**src/rtl/bus_rr_arbiter.sv**
```systemverilog
// bus_rr_arbiter: round-robin bus arbiter with per-host lock, bounded lock
// hold and a transaction timeout that forces the bus to be released.
module bus_rr_arbiter #(
    parameter int NrHosts = 4,
    parameter int MaxHold = 4,
    parameter int Timeout = 16
) (
    input  logic                       clk_i,
    input  logic                       rst_ni,
    input  logic [NrHosts-1:0]         req_i,
    input  logic [NrHosts-1:0]         lock_i,
    input  logic                       done_i,
    output logic [NrHosts-1:0]         gnt_o,
    output logic [$clog2(NrHosts)-1:0] sel_o,
    output logic                       busy_o,
    output logic                       timeout_o
);

    localparam int SelW = $clog2(NrHosts);

    typedef enum logic {
        IDLE,
        BUSY
    } state_t;

    state_t              state_q;
    logic [SelW-1:0]     sel_q;
    logic [SelW-1:0]     last_q;
    logic [NrHosts-1:0]  gnt_q;
    logic [7:0]          hold_cnt;
    logic [7:0]          wait_cnt;
    logic                timeout_q;

    logic [SelW-1:0]     arb_base;
    logic [SelW-1:0]     next_sel;
    logic [NrHosts-1:0]  next_gnt;
    logic                retain;
    logic                abort;
    logic                timed_out;
    logic                release_now;

    // First requester strictly after 'base', wrapping around; the loop runs
    // from the farthest offset down so the nearest requester wins.
    function automatic logic [SelW-1:0] next_host(
        input logic [SelW-1:0]    base,
        input logic [NrHosts-1:0] req
    );
        logic [SelW-1:0] result;
        int              idx;
        result = base;
        for (int i = NrHosts; i >= 1; i--) begin
            idx = (int'(base) + i) % NrHosts;
            if (req[idx]) begin
                result = SelW'(idx);
            end
        end
        return result;
    endfunction

    // Arbitration and release decisions; in BUSY the current host acts as 'last'
    // so a release and the next grant happen in the same cycle.
    always_comb begin
        arb_base    = (state_q == IDLE) ? last_q : sel_q;
        next_sel    = next_host(arb_base, req_i);
        next_gnt    = {{(NrHosts-1){1'b0}}, 1'b1} << next_sel;
        retain      = done_i && lock_i[sel_q] && req_i[sel_q]
                      && (hold_cnt < 8'(MaxHold - 1));
        abort       = !done_i && !req_i[sel_q];
        timed_out   = !done_i && req_i[sel_q] && (wait_cnt == 8'(Timeout - 1));
        release_now = !retain && (done_i || abort || timed_out);
    end

    // Arbiter FSM with registered grant, select and timeout pulse.
    always_ff @(posedge clk_i or negedge rst_ni) begin
        if (!rst_ni) begin
            state_q   <= IDLE;
            sel_q     <= '0;
            last_q    <= SelW'(NrHosts - 1);
            gnt_q     <= '0;
            hold_cnt  <= '0;
            wait_cnt  <= '0;
            timeout_q <= 1'b0;
        end else begin
            timeout_q <= 1'b0;
            case (state_q)
                IDLE: begin
                    if (|req_i) begin
                        state_q  <= BUSY;
                        sel_q    <= next_sel;
                        gnt_q    <= next_gnt;
                        hold_cnt <= '0;
                        wait_cnt <= '0;
                    end
                end
                BUSY: begin
                    if (retain) begin
                        hold_cnt <= hold_cnt + 8'd1;
                        wait_cnt <= '0;
                    end else if (release_now) begin
                        timeout_q <= timed_out;
                        last_q    <= sel_q;
                        hold_cnt  <= '0;
                        wait_cnt  <= '0;
                        if (|req_i) begin
                            sel_q <= next_sel;
                            gnt_q <= next_gnt;
                        end else begin
                            state_q <= IDLE;
                            gnt_q   <= '0;
                        end
                    end else begin
                        wait_cnt <= wait_cnt + 8'd1;
                    end
                end
                default: begin
                    state_q <= IDLE;
                    gnt_q   <= '0;
                end
            endcase
        end
    end

    assign gnt_o     = gnt_q;
    assign sel_o     = sel_q;
    assign busy_o    = (state_q == BUSY);
    assign timeout_o = timeout_q;

endmodule

```
**config.mk**
```make
export PLATFORM = sky130hd
export DESIGN_NAME = bus_rr_arbiter
export DESIGN_NICKNAME = d
export VERILOG_FILES = /design/src/rtl/bus_rr_arbiter.sv
export SDC_FILE = /design/constraint.sdc
export NUM_CORES = 1
export LEC_CHECK = 0
export CAP_MARGIN = 15
export CORE_MARGIN = 2
export CORE_UTILIZATION = 50
export DETAILED_ROUTE_END_ITERATION = 7
export DONT_BUFFER_PORTS = 1
export HOLD_SLACK_MARGIN = 0.15
export SLEW_MARGIN = 25
export SYNTH_ARGS = -nofsm -noshare
export SYNTH_HDL_FRONTEND = slang
export SYNTH_SLANG_ARGS = --single-unit
```
**constraint.sdc**
```tcl
create_clock -name clk_i -period 5.1 [get_ports clk_i]
set_input_delay 1.02 -clock clk_i [delete_from_list [all_inputs] [get_ports clk_i]]
set_output_delay 1.02 -clock clk_i [all_outputs]
set_load 0.02 [all_outputs]
```
* Yosys cells after proc, flatten, opt, wreduce, memory -nomap -nowiden
Index checks and enable logic that the tools add are counted.
** Operators by class
- Multipliers :: 0
- Muxes and demuxes :: 44
- Reduce and logical (&&, ||, !) cells :: 21
- Shifts and indexed selects :: 1
- $lt $le $gt $ge :: 6
- Eq/ne operators :: 5
- Add/sub/neg operators :: 6
- Divide/modulo/power cells :: 0
- Bitwise operators :: 6
** Operators by type and width (number)
- $mux W8 :: 5
- $pmux W8 S2 :: 2
- $add A8 B1 Y8 const B :: 2
- $lt A3 B4 Y1 const B :: 4
- $mux W1 :: 16
- $mux W2 :: 8
- $mux W4 :: 4
- $bmux W1 S2 :: 6
- $eq A8 B4 Y1 const B :: 1
- $lt A8 B2 Y1 const B :: 1
- $pmux W4 S2 :: 1
- $reduce_or A2 Y1 :: 4
- $logic_and A1 B1 Y1 :: 7
- $reduce_and A3 Y1 :: 2
- $add A2 B1 Y2 const B :: 2
- $add A2 B2 Y2 const B :: 2
- $and A1 B1 Y1 const A :: 4
- $ne A2 B1 Y1 const B :: 2
- $pmux W2 S2 :: 1
- $reduce_and A2 Y1 :: 2
- $reduce_or A4 Y1 :: 1
- $shl A1 B2 Y4 const A :: 1
- $logic_not A1 Y1 :: 3
- $lt A2 B3 Y1 const B :: 1
- 5 further kinds :: 7
** Word-level totals
- Register bits after elaboration :: 26
- Bits in latches :: 0
- Bits in read-only memories :: 0
- Input port bits :: 11
- Memories :: 0
- Memory bits (writable) :: 0
- Logic and storage cells :: 96

* Longest topological paths before layout
- Depth in word-level cells :: 16
- Depth in mapped cells :: 7
- Mapped depth without buffers :: 6

* Least setup slack after synthesis
Ideal clock, no wire load.
- Path kind :: in2reg
- Start point :: input lock_i[3]
- End point :: register sel_q[1] (netlist: sel_o[1])
- Arrival :: 2.280 ns
- Library setup time :: 0.127 ns
- Required time :: 4.973 ns
- Setup slack :: 2.692 ns
- Stages :: 5
- Buffers on the path :: 0
- Cell sequence :: nand2_1 -> mux4_2 -> nor3_4 -> or3_1 -> mux2_1
** On the way
- Cells in the longest elaborated chain, start to end :: 9
- Elaborated cells between the ends (all ways) :: 10
- Those cells by class :: eq/ne: 2; mux: 2; reduce/logical: 6
** Ends and longest elaborated chain
- start, declared :: RTL line 11 : input logic [NrHosts-1:0] lock_i,
- $bmux W1 S2 (*) :: RTL line 66 : retain = done_i && lock_i[sel_q] && req_i[sel_q]
- $mux W1 (implied by the code) (*) :: RTL line 66
- $logic_and A1 B1 Y1 (*) (2 in a row) :: RTL line 66
- $logic_and A1 B1 Y1 (*) :: RTL line 67 : && (hold_cnt < 8'(MaxHold - 1));
- $logic_not A1 Y1 :: RTL line 70 : release_now = !retain && (done_i || abort || timed_out);
- $logic_and A1 B1 Y1 :: RTL line 70
- $ne A2 B1 Y1 (no source line)
- $reduce_and A2 Y1 (no source line) (*)
- end signal, assigned :: RTL line 89 : sel_q <= next_sel;
- end signal, assigned :: RTL line 105 : sel_q <= next_sel;
- end, declared :: RTL line 27 : logic [SelW-1:0] sel_q;
Mark *: on every way between the ends. The rest lies on a longest branch, timed or not. The select of a mux whose other input is x is not followed.
A chain may end at the register's enable or synchronous reset.

* Final worst setup path
- Start point :: input req_i[1]
- End point :: register hold_cnt[6]
** On the way
- Cells in the longest elaborated chain, start to end :: 9
- Elaborated cells between the ends (all ways) :: 18
- Those cells by class :: eq/ne: 2; mux: 4; reduce/logical: 12
** Ends and longest elaborated chain
- start, declared :: RTL line 10 : input logic [NrHosts-1:0] req_i,
- $bmux W1 S2 :: RTL line 66, 68, 69
- $mux W1 (implied by the code) :: RTL line 66, 68, 69
- $logic_not A1 Y1 :: RTL line 68 : abort = !done_i && !req_i[sel_q];
- $logic_and A1 B1 Y1 :: RTL line 68
- $logic_or A1 B1 Y1 (2 in a row) :: RTL line 70
- $logic_and A1 B1 Y1 :: RTL line 70
- $ne A3 B1 Y1 (no source line)
- $reduce_and A2 Y1 (no source line)
- end signal, assigned :: RTL line 97 : hold_cnt <= hold_cnt + 8'd1;
- end, declared :: RTL line 30 : logic [7:0] hold_cnt;
Several ways; a longest one is shown, not always the timed one. The select of a mux whose other input is x is not followed.

==> reports/results.tsv <==
metric	value	unit
die_area	3410	µm²
synth_area_leader_cell	dfrtp_1	
hp-class	in2async	
place_ws	2210	ps
fillers	236	
synth_nets	154	
synthArstFlopShare	1.00	
fin_area	1530	µm²
cp_slowest_cell	nor4_1	
io_pins	19	
grt_util_all_layers	0.190	
post_drt_via_cell_ratio	6.25	
synth_seq_area_share	0.441	
grt_pass1_wl	4.97	mm
design.core.area	2780	µm²
io_buffers	0	
synth-edff-count	0	
yosys_most_used_dff	dfrtp_1	
report.final.slew_viol_count	0	
area.sequential	653	µm²
drt_pass1_iterations	4	
place.gp.congestion	0.813	
drtIter0Drc	37	
area_delta_synth_final	3.29	%
fin_util	0.550	
grt_pass1_vias	1063	
power_density	464	nW/µm²
cts_root_buf	clkbuf_4	
clockBufferDepth	2	
synth_commonest_cells	24 x dfrtp_1, 13 x nand2_1, 11 x nor2_1, 9 x mux2i_1, 8 x a22o_1	
synthCells	141	
row_count	19	
grt-ovfl-total	0	
crit_type	in2reg	
wirelength	2.86	mm
max_freq	0.404	GHz
antenna_cells	0	
final-hold-violation-count	0	
post-dp-hpwl	2.03	mm
cp_max_fo	13	
cts_htree_levels	1	
grt_antenna_before_repair	0	
synth_top_area_frac	0.405	
cts_tree	yes	
critPathLaunchType	input port	
relSlewSlack	0.580	
syn_area_per_cell	10.5	µm²
multi_input_area	767	µm²
setup_viol	0	
cp_data_arrival_time	2700	ps
ctsResizeCount	0	
fin_crit	2470	ps
num_vias	1069	
clkTransAtPathRegs	150	ps
tightest_slew	625	ps
floorplan.initialDensity	0.533	
rsz0062_at_grt	no	
total_leakage_power	0.000712	µW
drive_gt1_frac	0.157	
fp.dieW	58.4	µm
drcViolationCount	0	
yosysMostFrequentCell	dfrtp_1	
required	5320	ps
r2r_cells	5	
period_share	0.485	
ir_worst_vdd	0.289	mV
worst_slack	2630	ps
yosys_warnings	0	
synth_cell_type_count	51	
crit_path_cell_trace	nor4_1 > inv_1 > nor2_2 > a31oi_2 > a41oi_1 > nor2_1	
synth.area.top_cells	dfrtp_1 41%, mux2i_1 6.1%, a22o_1 4.7%	
cts.sinks	26	
cpPeakStageDelay	560	ps
grt_max_degree	27	
max-cap-violations	0	
setup_tns	0	ps
cp-end-kind	register	
postRouteAntennaNets	0	
ys_seq_elements	26	
die_y	58.4	µm
synth_area	1480	µm²
numCtsBuffers	3	
wl_per_cell	16.7	µm
outcome	completed	
nNetsFinal	154	
placed_cell_area	1480	µm²
insertion_delay	320	ps
fin_skew	9.89	ps
worstReg2RegEnd	sel_o[1]	
r2r_start	busy_o	
ctsHoldBuffers	0	
ff2ff_setup_slack	2850	ps
postCtsSetupBuffers	0	
state kept, by name, summed over array words and instances (netlist names):
register / flops
last_q: 2
gnt_o: 4
sel_o: 2
busy_o: 1
hold_cnt: 8
timeout_o: 1
wait_cnt: 8
placed cells by master (no fill, tap or decap), drive strengths merged:
cell / count
dfrtp: 24
nand2: 13
nor2: 13
mux2i: 9
a22o: 8
nor3: 7
nor4: 6
inv: 5
mux2: 5
and3: 4
a21o: 4
nand3: 3
clkbuf: 3
or2: 2
o21ai: 2
o21a: 2
a21oi: 2
ha: 2
dfstp: 2
nor4b: 2
nand2b: 2
o22a: 2
a31oi: 2
mux4: 1
nand3b: 1
o311ai: 1
and3b: 1
nor3b: 1
a21boi: 1
o221ai: 1
o22ai: 1
xnor2: 1
or3: 1
a211o: 1
and2: 1
nand4: 1
a41oi: 1
nor2b: 1
bufinv: 1
worst max path at each step:
stage | from | to | slack [ps] | depth (start not counted)
3_5_place_dp | req_i[1] | hold_cnt[6] | 2210 | 6
5_1_grt | req_i[1] | hold_cnt[6] | 2400 | 6
4_1_cts | req_i[1] | hold_cnt[6] | 2580 | 6
2_1_floorplan | lock_i[3] | sel_o[1] | 2690 | 5
3_3_place_gp | req_i[1] | hold_cnt[6] | 2350 | 6
6_report | req_i[1] | hold_cnt[6] | 2630 | 6
layout make-up:
cell class,count,share of cell area
inverter,5,0.0123
sequential,26,0.427
clock buffer,3,0.0147
multi-input combinational,105,0.501
clock inverter,1,0.0196
tap,31,0.0253
critical path, delay by kind of cell:
family                 cells  cell delay (ps)
buffers and inverters      1              160
AND/OR/NAND/NOR            3             1060
AO/OA/AOI/OAI              2              440
power breakdown:
part,total [µW],switching (µW),internal (µW)
Sequential,328,78.0,250
Combinational,238,114,124
Clock,143,63.9,79.5
Total,710,256,454
logic make-up after synthesis:
group / share of synthesized area
AND/OR/NAND/NOR: 0.228
AO/OA/AOI/OAI: 0.150
flip-flops: 0.441
multiplexers: 0.117
buffers and inverters: 0.0414
adder cells (fa/ha/maj): 0.0169
XOR/XNOR: 0.00591
stage by stage:
stage	total power (µW)	hold slack [ps]	std cells
floorplan	536	460	141
finish	710	359	171
global placement	568	479	167
global route	760	327	171
CTS	714	351	171
detailed placement	570	487	167
per-layer routing:
| metal | vias up | global-route usage | part of all wire |
|---|---|---|---|
| li1 | 520 | - | - |
| met1 | 536 | 0.271 | 0.51 |
| met2 | 11 | 0.294 | 0.45 |
| met3 | 2 | 0.0264 | 0.032 |
| met4 | 0 | 0.0698 | 0.0063 |
| met5 | - | 0 | 0 |
Power figures use the tool's default switching activity.
